## src/rtl/axi_ni_target_response_if.sv

```systemverilog
// rtl/axi_ni_target_response_if.sv - slave B/R, route-write and flit-output bundle for the target response packetizer
interface axi_ni_target_response_if #(
   parameter int FLIT_WIDTH = 80,
   parameter int AXIRDATAWD = 64,
   parameter int PATHWD     = 7,
   parameter int SRCWD      = 4
);
   logic                  route_wr_en;
   logic [3:0]            route_wr_id;
   logic [PATHWD-1:0]     route_wr_path;
   logic [SRCWD-1:0]      route_wr_dst;
   logic [SRCWD-1:0]      SOURCE;

   logic [3:0]            BID;
   logic [1:0]            BRESP;
   logic                  BVALID;
   logic                  BREADY;

   logic [3:0]            RID;
   logic [AXIRDATAWD-1:0] RDATA;
   logic [1:0]            RRESP;
   logic                  RLAST;
   logic                  RVALID;
   logic                  RREADY;

   logic [FLIT_WIDTH-1:0] flit;
   logic                  valid;
   logic                  stall;
   logic                  wr_resp_sent;
   logic                  rd_resp_sent;

   // Packetizer side
   modport slave (
      input  route_wr_en, route_wr_id, route_wr_path, route_wr_dst, SOURCE,
      input  BID, BRESP, BVALID,
      output BREADY,
      input  RID, RDATA, RRESP, RLAST, RVALID,
      output RREADY,
      output flit, valid,
      input  stall,
      output wr_resp_sent, rd_resp_sent
   );

   // Slave core / out_buffer side
   modport master (
      output route_wr_en, route_wr_id, route_wr_path, route_wr_dst, SOURCE,
      output BID, BRESP, BVALID,
      input  BREADY,
      output RID, RDATA, RRESP, RLAST, RVALID,
      input  RREADY,
      input  flit, valid,
      output stall,
      input  wr_resp_sent, rd_resp_sent
   );
endinterface

```

## src/rtl/axi_ni_target_response.sv

```systemverilog
// rtl/axi_ni_target_response.sv - packetizes AXI B responses and R bursts into NoC response flits
module axi_ni_target_response #(
   parameter int FLIT_WIDTH        = 80,
   parameter int MAX_SUPPORTED_IDS = 16,
   parameter int AXIRDATAWD        = 64,
   parameter int PATHWD            = 7,
   parameter int SRCWD             = 4
) (
   input logic                      clk,
   input logic                      rst,
   axi_ni_target_response_if.slave  bus
);
   localparam logic [1:0] S_IDLE   = 2'd0;
   localparam logic [1:0] S_B_SEND = 2'd1;
   localparam logic [1:0] S_R_HEAD = 2'd2;
   localparam logic [1:0] S_R_BODY = 2'd3;

   localparam logic [1:0] T_BODY   = 2'b00;
   localparam logic [1:0] T_TAIL   = 2'b01;
   localparam logic [1:0] T_HEAD   = 2'b10;
   localparam logic [1:0] T_SINGLE = 2'b11;

   localparam int IDXW     = (MAX_SUPPORTED_IDS > 1) ? $clog2(MAX_SUPPORTED_IDS) : 1;
   // Header field positions, packed upward from the path field
   localparam int DST_LSB  = PATHWD;
   localparam int SRC_LSB  = DST_LSB + SRCWD;
   localparam int ID_LSB   = SRC_LSB + SRCWD;
   localparam int RD_BIT   = ID_LSB + 4;
   localparam int RESP_LSB = RD_BIT + 1;

   logic [1:0]            state, state_nxt;
   logic                  rr_r, rr_nxt;          // 0: B wins next contention, 1: R wins
   logic [PATHWD-1:0]     path_tbl [MAX_SUPPORTED_IDS];
   logic [SRCWD-1:0]      dst_tbl  [MAX_SUPPORTED_IDS];

   logic [FLIT_WIDTH-1:0] flit_r;
   logic                  valid_r;
   logic                  wr_pulse_r, rd_pulse_r;

   logic                  load, b_hs, r_hs;
   logic                  new_valid;
   logic [FLIT_WIDTH-1:0] new_flit, hdr_flit, body_flit;
   logic [3:0]            lk_id;
   logic                  lk_hit;
   logic [PATHWD-1:0]     lk_path;
   logic [SRCWD-1:0]      lk_dst;

   // The output register can take a new flit whenever it is empty or draining
   assign load   = !valid_r || !bus.stall;
   assign bus.BREADY = (state == S_B_SEND) && load;
   assign bus.RREADY = (state == S_R_BODY) && load;
   assign b_hs   = bus.BVALID && bus.BREADY;
   assign r_hs   = bus.RVALID && bus.RREADY;

   assign bus.flit         = flit_r;
   assign bus.valid        = valid_r;
   assign bus.wr_resp_sent = wr_pulse_r;
   assign bus.rd_resp_sent = rd_pulse_r;

   // Route lookup for the packet being started; a same-cycle write to the same ID wins
   assign lk_id   = (state == S_B_SEND) ? bus.BID : bus.RID;
   assign lk_hit  = bus.route_wr_en && (bus.route_wr_id == lk_id);
   assign lk_path = lk_hit ? bus.route_wr_path : path_tbl[lk_id[IDXW-1:0]];
   assign lk_dst  = lk_hit ? bus.route_wr_dst  : dst_tbl[lk_id[IDXW-1:0]];

   // Header/single and body/tail payloads, type bits filled in by the FSM
   always_comb begin
      hdr_flit = '0;
      hdr_flit[PATHWD-1:0]        = lk_path;
      hdr_flit[DST_LSB +: SRCWD]  = lk_dst;
      hdr_flit[SRC_LSB +: SRCWD]  = bus.SOURCE;
      hdr_flit[ID_LSB +: 4]       = lk_id;
      hdr_flit[RD_BIT]            = (state == S_R_HEAD);
      hdr_flit[RESP_LSB +: 2]     = (state == S_B_SEND) ? bus.BRESP : 2'b00;

      body_flit = '0;
      body_flit[AXIRDATAWD-1:0]   = bus.RDATA;
      body_flit[AXIRDATAWD +: 2]  = bus.RRESP;
      body_flit[AXIRDATAWD + 2]   = bus.RLAST;
   end

   // Arbitration and packet sequencing; one packet at a time
   always_comb begin
      state_nxt = state;
      rr_nxt    = rr_r;
      new_valid = 1'b0;
      new_flit  = '0;
      case (state)
         S_IDLE: begin
            if (bus.BVALID && bus.RVALID) begin
               state_nxt = rr_r ? S_R_HEAD : S_B_SEND;
               rr_nxt    = !rr_r;
            end else if (bus.BVALID) begin
               state_nxt = S_B_SEND;
            end else if (bus.RVALID) begin
               state_nxt = S_R_HEAD;
            end
         end
         S_B_SEND: begin
            if (b_hs) begin
               new_valid = 1'b1;
               new_flit  = hdr_flit;
               new_flit[FLIT_WIDTH-1 -: 2] = T_SINGLE;
               state_nxt = S_IDLE;
            end
         end
         S_R_HEAD: begin
            if (load) begin
               new_valid = 1'b1;
               new_flit  = hdr_flit;
               new_flit[FLIT_WIDTH-1 -: 2] = T_HEAD;
               state_nxt = S_R_BODY;
            end
         end
         default: begin
            if (r_hs) begin
               new_valid = 1'b1;
               new_flit  = body_flit;
               new_flit[FLIT_WIDTH-1 -: 2] = bus.RLAST ? T_TAIL : T_BODY;
               if (bus.RLAST) state_nxt = S_IDLE;
            end
         end
      endcase
   end

   // FSM, output register and completion pulses
   always_ff @(posedge clk or negedge rst) begin
      if (!rst) begin
         state      <= S_IDLE;
         rr_r       <= 1'b0;
         valid_r    <= 1'b0;
         flit_r     <= '0;
         wr_pulse_r <= 1'b0;
         rd_pulse_r <= 1'b0;
      end else begin
         state      <= state_nxt;
         rr_r       <= rr_nxt;
         if (load) begin
            valid_r <= new_valid;
            if (new_valid) flit_r <= new_flit;
         end
         wr_pulse_r <= b_hs;
         rd_pulse_r <= r_hs && bus.RLAST;
      end
   end

   // Return-route table written by the request path
   always_ff @(posedge clk or negedge rst) begin
      if (!rst) begin
         for (int i = 0; i < MAX_SUPPORTED_IDS; i++) begin
            path_tbl[i] <= '0;
            dst_tbl[i]  <= '0;
         end
      end else if (bus.route_wr_en) begin
         path_tbl[bus.route_wr_id[IDXW-1:0]] <= bus.route_wr_path;
         dst_tbl[bus.route_wr_id[IDXW-1:0]]  <= bus.route_wr_dst;
      end
   end
endmodule

```

## src/flat_wrapper.sv

```systemverilog
// flat-port wrapper written by rule: the top's interface ports become plain ports
module axi_ni_target_response_flat 
#(
   parameter int FLIT_WIDTH        = 80,
   parameter int MAX_SUPPORTED_IDS = 16,
   parameter int AXIRDATAWD        = 64,
   parameter int PATHWD            = 7,
   parameter int SRCWD             = 4
)
  (clk, rst, bus_route_wr_en, bus_route_wr_id, bus_route_wr_path, bus_route_wr_dst, bus_SOURCE, bus_BID, bus_BRESP, bus_BVALID, bus_BREADY, bus_RID, bus_RDATA, bus_RRESP, bus_RLAST, bus_RVALID, bus_RREADY, bus_flit, bus_valid, bus_stall, bus_wr_resp_sent, bus_rd_resp_sent);
  axi_ni_target_response_if #(.FLIT_WIDTH(FLIT_WIDTH), .AXIRDATAWD(AXIRDATAWD), .PATHWD(PATHWD), .SRCWD(SRCWD)) bus_i ();
  input logic clk;
  input logic rst;
  input wire logic [$bits(bus_i.route_wr_en)-1:0] bus_route_wr_en;
  input wire logic [$bits(bus_i.route_wr_id)-1:0] bus_route_wr_id;
  input wire logic [$bits(bus_i.route_wr_path)-1:0] bus_route_wr_path;
  input wire logic [$bits(bus_i.route_wr_dst)-1:0] bus_route_wr_dst;
  input wire logic [$bits(bus_i.SOURCE)-1:0] bus_SOURCE;
  input wire logic [$bits(bus_i.BID)-1:0] bus_BID;
  input wire logic [$bits(bus_i.BRESP)-1:0] bus_BRESP;
  input wire logic [$bits(bus_i.BVALID)-1:0] bus_BVALID;
  output wire logic [$bits(bus_i.BREADY)-1:0] bus_BREADY;
  input wire logic [$bits(bus_i.RID)-1:0] bus_RID;
  input wire logic [$bits(bus_i.RDATA)-1:0] bus_RDATA;
  input wire logic [$bits(bus_i.RRESP)-1:0] bus_RRESP;
  input wire logic [$bits(bus_i.RLAST)-1:0] bus_RLAST;
  input wire logic [$bits(bus_i.RVALID)-1:0] bus_RVALID;
  output wire logic [$bits(bus_i.RREADY)-1:0] bus_RREADY;
  output wire logic [$bits(bus_i.flit)-1:0] bus_flit;
  output wire logic [$bits(bus_i.valid)-1:0] bus_valid;
  input wire logic [$bits(bus_i.stall)-1:0] bus_stall;
  output wire logic [$bits(bus_i.wr_resp_sent)-1:0] bus_wr_resp_sent;
  output wire logic [$bits(bus_i.rd_resp_sent)-1:0] bus_rd_resp_sent;
  assign bus_i.route_wr_en = bus_route_wr_en;
  assign bus_i.route_wr_id = bus_route_wr_id;
  assign bus_i.route_wr_path = bus_route_wr_path;
  assign bus_i.route_wr_dst = bus_route_wr_dst;
  assign bus_i.SOURCE = bus_SOURCE;
  assign bus_i.BID = bus_BID;
  assign bus_i.BRESP = bus_BRESP;
  assign bus_i.BVALID = bus_BVALID;
  assign bus_BREADY = bus_i.BREADY;
  assign bus_i.RID = bus_RID;
  assign bus_i.RDATA = bus_RDATA;
  assign bus_i.RRESP = bus_RRESP;
  assign bus_i.RLAST = bus_RLAST;
  assign bus_i.RVALID = bus_RVALID;
  assign bus_RREADY = bus_i.RREADY;
  assign bus_flit = bus_i.flit;
  assign bus_valid = bus_i.valid;
  assign bus_i.stall = bus_stall;
  assign bus_wr_resp_sent = bus_i.wr_resp_sent;
  assign bus_rd_resp_sent = bus_i.rd_resp_sent;
  axi_ni_target_response #(.FLIT_WIDTH(FLIT_WIDTH), .MAX_SUPPORTED_IDS(MAX_SUPPORTED_IDS), .AXIRDATAWD(AXIRDATAWD), .PATHWD(PATHWD), .SRCWD(SRCWD)) u_core (.clk(clk), .rst(rst), .bus(bus_i));
endmodule
```

## config.mk

```make
export PLATFORM = sky130hd
export DESIGN_NAME = axi_ni_target_response_flat
export DESIGN_NICKNAME = d
export VERILOG_FILES = /design/src/rtl/axi_ni_target_response_if.sv /design/src/rtl/axi_ni_target_response.sv /design/src/flat_wrapper.sv
export SDC_FILE = /design/constraint.sdc
export NUM_CORES = 1
export LEC_CHECK = 0
export CORE_MARGIN = 1.5
export CORE_UTILIZATION = 50
export CTS_CLUSTER_SIZE = 25
export DETAILED_ROUTE_END_ITERATION = 16
export PLACE_DENSITY = 0.85
export SLEW_MARGIN = 20
export SYNTH_ARGS = -nofsm -noshare
export SYNTH_HDL_FRONTEND = slang
export SYNTH_SLANG_ARGS = --single-unit
export TNS_END_PERCENT = 10
```

## constraint.sdc

```tcl
create_clock -name clk -period 3.55 [get_ports clk]
set_clock_uncertainty 0.1 [all_clocks]
set_input_delay 1.065 -clock clk [delete_from_list [all_inputs] [get_ports clk]]
set_output_delay 1.065 -clock clk [all_outputs]
set_load 0.05 [all_outputs]
```

; Word level (Yosys, flattened, before mapping)
; Index checks and enable logic that the tools add are counted.
[totals]
reg_bits = 262
latch_bits = 0
mem_bits_rw = 0
romBits = 0
input_bits = 102
mem_count = 0
[classes]
n_addsub = 0
mul = 0
div = 0
n_lt_le_gt_ge = 3
n_eq_ne = 7
shift = 0
muxes = 33
bitwise_logic = 2
n_reduce_logical = 18
[op_table]
columns = operator, count
row1 = 80-bit one-hot mux with 3 select lines, 1
row2 = 80-bit two-way mux, 2
row3 = 112-bit bitwise mux, 1
row4 = 64-bit bitwise mux, 1
row5 = 7-bit binary-select mux with 4-bit select, 1
row6 = 7-bit demux with 4-bit select, 1
row7 = 7-bit two-way mux, 4
row8 = 4-bit two-way mux, 5
row9 = 2-bit two-way mux, 9
row10 = 4-bit binary-select mux with 4-bit select, 1
row11 = 4-bit demux with 4-bit select, 1
row12 = 5-bit greater-or-equal comparator (second input constant), 2
row13 = 4-bit NOT with 5-bit output, 2
row14 = 1-bit logical AND, 8
row15 = 4-bit nonzero test, 2
row16 = 2-bit one-hot mux with 3 select lines, 1
row17 = 5-bit by 1-bit less-than comparator with 1-bit output (second input constant), 1
row18 = 5-bit AND reduction, 1
row19 = 2-bit equality test (second input constant), 2
row20 = 4-bit equality test, 1
row21 = 1-bit two-way mux, 4
row22 = 2-bit by 1-bit != test with 1-bit output (second input constant), 2
row23 = 4-bit by 3-bit != test with 1-bit output (second input constant), 1
row24 = 2-bit AND reduction, 2
row25 = other kinds (5), 7

; Logic depth before layout (Yosys ltp)
[logic_depth]
depth_word = 9
mapped_depth = 11

; Worst setup path after synthesis
; Ideal clock, no wire load.
[synth_path]
path_type = in2reg
from = in bus_BID[0]
to = reg u_core.flit_r[10], in the netlist u_core.bus.flit[10]
setup_time_ns = 0.126
arrival_ns = 2.627
required_ns = 3.324
slack_ns = 0.697
path_stages = 7
cell_sequence = mux2i_1 buf_6 buf_4 mux2i_1 o22ai_1 or4_1 a221o_1
[synth_between]
elab_chain_len = 8
word_cells_on_any_way = 10
cone_classes = eq/ne (1) / mux (7) / bitwise (1) / reduce/logical (1)
[synth_lines]
columns = item, line_no
row1 = "start, declared", flat_wrapper.sv:19  ; input wire logic [$bits(bus_i.BID)-1:0] bus_BID;
row2 = 4-bit two-way mux *, axi_ni_target_response.sv:61  ; assign lk_id = (state == S_B_SEND) ? bus.BID : bus.RID;
row3 = 4-bit NOT with 5-bit output (implied by the code), axi_ni_target_response.sv:64  ; assign lk_dst = lk_hit ? bus.route_wr_dst : dst_tbl[lk_id[IDXW-1:0]];
row4 = 4-bit binary-select mux with 4-bit select, axi_ni_target_response.sv:64
row5 = 4-bit two-way mux (implied by the code) (2 in a row), axi_ni_target_response.sv:64
row6 = 4-bit two-way mux *, axi_ni_target_response.sv:64
row7 = 80-bit two-way mux, axi_ni_target_response.sv:100  ; if (b_hs) begin
row8 = 80-bit one-hot mux with 3 select lines *, axi_ni_target_response.sv:88  ; case (state)
row9 = "end signal, assigned", axi_ni_target_response.sv:140  ; if (new_valid) flit_r <= new_flit;
row10 = "end, declared", axi_ni_target_response.sv:36  ; logic [FLIT_WIDTH-1:0] flit_r;
; Mark *: on every way between the ends. The rest lies on a longest branch, timed or not. The select of a mux whose other input is x is not followed.
; A chain may end at the register's enable or synchronous reset.

; Worst setup path in the final report
[layout_path]
from = in bus_stall
to = out bus_RREADY
[layout_between]
elab_chain_len = 3
[layout_lines]
columns = item, line_no
row1 = "start, declared", flat_wrapper.sv:31  ; input wire logic [$bits(bus_i.stall)-1:0] bus_stall;
row2 = 1-bit logical NOT, axi_ni_target_response.sv:49  ; assign load = !valid_r || !bus.stall;
row3 = 1-bit logical OR, axi_ni_target_response.sv:49
row4 = 1-bit logical AND, axi_ni_target_response.sv:51  ; assign bus.RREADY = (state == S_R_BODY) && load;
row5 = "end, declared", flat_wrapper.sv:28  ; output wire logic [$bits(bus_i.RREADY)-1:0] bus_RREADY;
; No other way between the ends.

==> flow_summary.json <==
{
  "powerDensity_nw_per_um2": 718,
  "grt_pass1_wl_mm": 48.2,
  "cts_made_buffers": 26,
  "reg2reg_slack_ns": 0.47,
  "drc": 0,
  "ys_warn_count": 0,
  "path_clk_slew_ns": 0.06,
  "io_buffers": 175,
  "utilization_pct": 64.4,
  "reg2reg_from": "u_core.state[1]",
  "crit_path_end_kind": "primary output",
  "syn_avg_cell_area_um2": 12.0,
  "drtIter0Drc": 718,
  "peakVddDrop_v": 0.000524,
  "place_ws_ns": 0.0768,
  "antenna_found_initial": 1,
  "die_w_um": 155,
  "drt_wl_total_mm": 31.3,
  "clk_path_buf_depth": 3,
  "synth-seq-cells": 251,
  "critPathArrivalTime_ns": 2.20,
  "tns_ns": 0,
  "slew_headroom_pct": 47.3,
  "max_cap_violations": 0,
  "post_cts_buffers": 0,
  "grtUsageMet1_pct": 34.4,
  "synth_cell_types": 40,
  "crit_type": "in2out",
  "rows": 55,
  "ys_seq_area_share_pct": 54.4,
  "post-route-period-util_pct": 94.7,
  "final_nets": 1246,
  "r2r_end": "u_core.bus.flit[7]",
  "worstMarginPinSlew_ns": 0.791,
  "die_area_um2": 24000,
  "synth-edff-count": 0,
  "gp_congestion": 0.853,
  "rsz0062_at_grt": "no",
  "clock_latency_ns": 0.53,
  "grt_pass1_vias": 8616,
  "synthFlopType": "dfrtp_1",
  "ioPinCount": 187,
  "cp-startpoint": "bus_stall",
  "ant_nets": 0,
  "endpoint": "bus_RREADY",
  "wl_per_cell_um": 21.7,
  "power.leakage_nw": 6.75,
  "cts_max_level": 1,
  "cts_tree": "done",
  "cts_resized": 0,
  "area_delta_synth_final_pct": 26.2,
  "root_buffer": "clkbuf_16",
  "cp_data_required_time_ns": 2.38,
  "final_hold_viol_count": 0,
  "via_per_inst": 5.91,
  "netlist_instances": 959,
  "min_period_ns": 3.36,
  "use_met3_pct": 5.21,
  "dp_cells": 1396,
  "cp_max_fo": 6,
  "worstHoldPathType": "reg2reg",
  "grt_overflow": 0,
  "hold_slack_ns": 0.390,
  "initial_core_util_pct": 51.0,
  "setup-violations-final": 0,
  "async_flop_share_pct": 100,
  "start_kind": "primary input",
  "place_hpwl_mm": 20.7,
  "vias": 8522,
  "layout-drive-gt1-share_pct": 23.4,
  "die_y_um": 155,
  "setup_ws_ns": 0.187,
  "outcome": "finished clean",
  "finalMaxSlewViolations": 0,
  "hold_buffers": 0,
  "met2_usage_pct": 42.5,
  "final_cell_count_no_fill": 1442,
  "max_freq_mhz": 297,
  "syn_area_um2": 11500,
  "drt-pass1-iter-count": 4,
  "clock-sinks": 251,
  "rr_worst_depth": 9,
  "busiest_layer": "met2",
  "core_um2": 22600,
  "grtUsageTotal_pct": 26.0,
  "grt_max_degree": 86
}
critical path: stages:
cell and delay, ns:
clkdlybuf4s50_1 0.57, nand2_1 0.17, and2_1 0.23, buf_12 0.16
cell families (layout without fill, tap and decap cells):
logic type / after synthesis / count (layout) / share of synthesized area [%]
muxes: 273 / 273 / 25.6
buffers and inverters: 86 / 273 / 3.90
AOI/OAI and AO/OA: 101 / 101 / 5.86
DFF: 251 / 251 / 54.4
other: 1 / 12 / 0.0325
adders and majority gates: 5 / 5 / 0.542
xor gates and xnor gates: 5 / 5 / 0.379
and+or+nand+nor: 237 / 237 / 9.29
placed cells by master (no fill, tap or decap), drive strengths merged, types with 7 or more instances in the layout:
master	netlist	routed
a21oi	17	17
clkinv	0	7
nand3	48	48
nand2	109	109
or4	12	12
clkbuf	36	38
mux2i	96	96
a221o	16	16
clkdlybuf4s50	0	172
nor2	41	41
buf	45	51
conb	1	11
mux2	177	177
o22ai	45	45
o21ai	11	11
dfrtp	251	251
sequential cells by signal, indices dropped and copies added (netlist names):
signal and count:
u_core.bus.wr_resp_sent 1, u_core.rr_r 1, u_core.bus.rd_resp_sent 1, u_core.path_tbl 112, u_core.state 2, u_core.bus.valid 1
u_core.dst_tbl 64, u_core.bus.flit 69
worst min-delay path by stage:
stage,from,end,slack (ns),depth (start not counted)
after floorplan,u_core.rr_r,u_core.rr_r,0.35,1
after global placement,u_core.bus.flit[14],u_core.bus.flit[14],0.36,2
after detailed placement,u_core.rr_r,u_core.rr_r,0.38,1
after CTS,u_core.rr_r,u_core.rr_r,0.39,1
after global routing,u_core.dst_tbl[15],u_core.dst_tbl[15],0.41,1
final,u_core.rr_r,u_core.rr_r,0.39,1
cells in the mapped netlist (2+ instances only):
library cell / count / area, um2
nand2_1: 109 / 409
buf_4: 13 / 97.6
nand3b_1: 2 / 15.0
xor2_1: 3 / 26.3
a22oi_1: 5 / 37.5
and3b_1: 3 / 26.3
or3_1: 2 / 12.5
and2_1: 2 / 12.5
and3_1: 3 / 18.8
o21ai_0: 11 / 55.1
o22ai_1: 45 / 282
buf_2: 9 / 45.0
nor3b_1: 3 / 22.5
a211o_1: 2 / 17.5
nand4_1: 2 / 12.5
buf_1: 14 / 52.6
mux2i_1: 96 / 961
xnor2_1: 2 / 17.5
nor3_1: 4 / 20.0
nor2_1: 41 / 154
nand3_1: 48 / 240
buf_6: 9 / 101
inv_1: 5 / 18.8
nand2b_1: 4 / 25.0
a21oi_1: 17 / 85.1
ha_1: 5 / 62.6
dfrtp_1: 251 / 6280
or4_1: 12 / 90.1
mux2_2: 176 / 1980
a221o_1: 16 / 160
clkbuf_1: 36 / 135
through the flow:
| stage | area (um2) | power, W |
|---|---|---|
| after floorplan | 11600 | 0.00654 |
| after global placement | 13800 | 0.00776 |
| after detailed placement | 13800 | 0.00790 |
| after CTS | 14600 | 0.0105 |
| after global routing | 14600 | 0.0110 |
| final | 14600 | 0.0105 |
where the power goes:
part           internal (W)  total, W  leakage (nW)  switching [W]
clock               0.00149   0.00255         0.403        0.00106
combinational       0.00168   0.00393          3.19        0.00225
sequential          0.00356   0.00398          3.16       0.000423
total               0.00672    0.0105          6.75        0.00374
routing by layer:
metal / share of wire (%) / routed length [um]
met5: 0 / 0
met4: 3.8 / 1190
met3: 7.8 / 2430
met2: 46 / 14500
met1: 42 / 13200
area by class of cell:
class / count / area (um2)
diodes: 1 / 2.50
clock buffers: 38 / 767
clock inverters: 7 / 35.0
fillers: 1623 / 8070
inverters: 5 / 18.8
multi-input cells: 632 / 4880
flip-flops and latches: 251 / 6280
well taps: 285 / 357
repair buffers: 223 / 2240
Power figures use the tool's default switching activity.
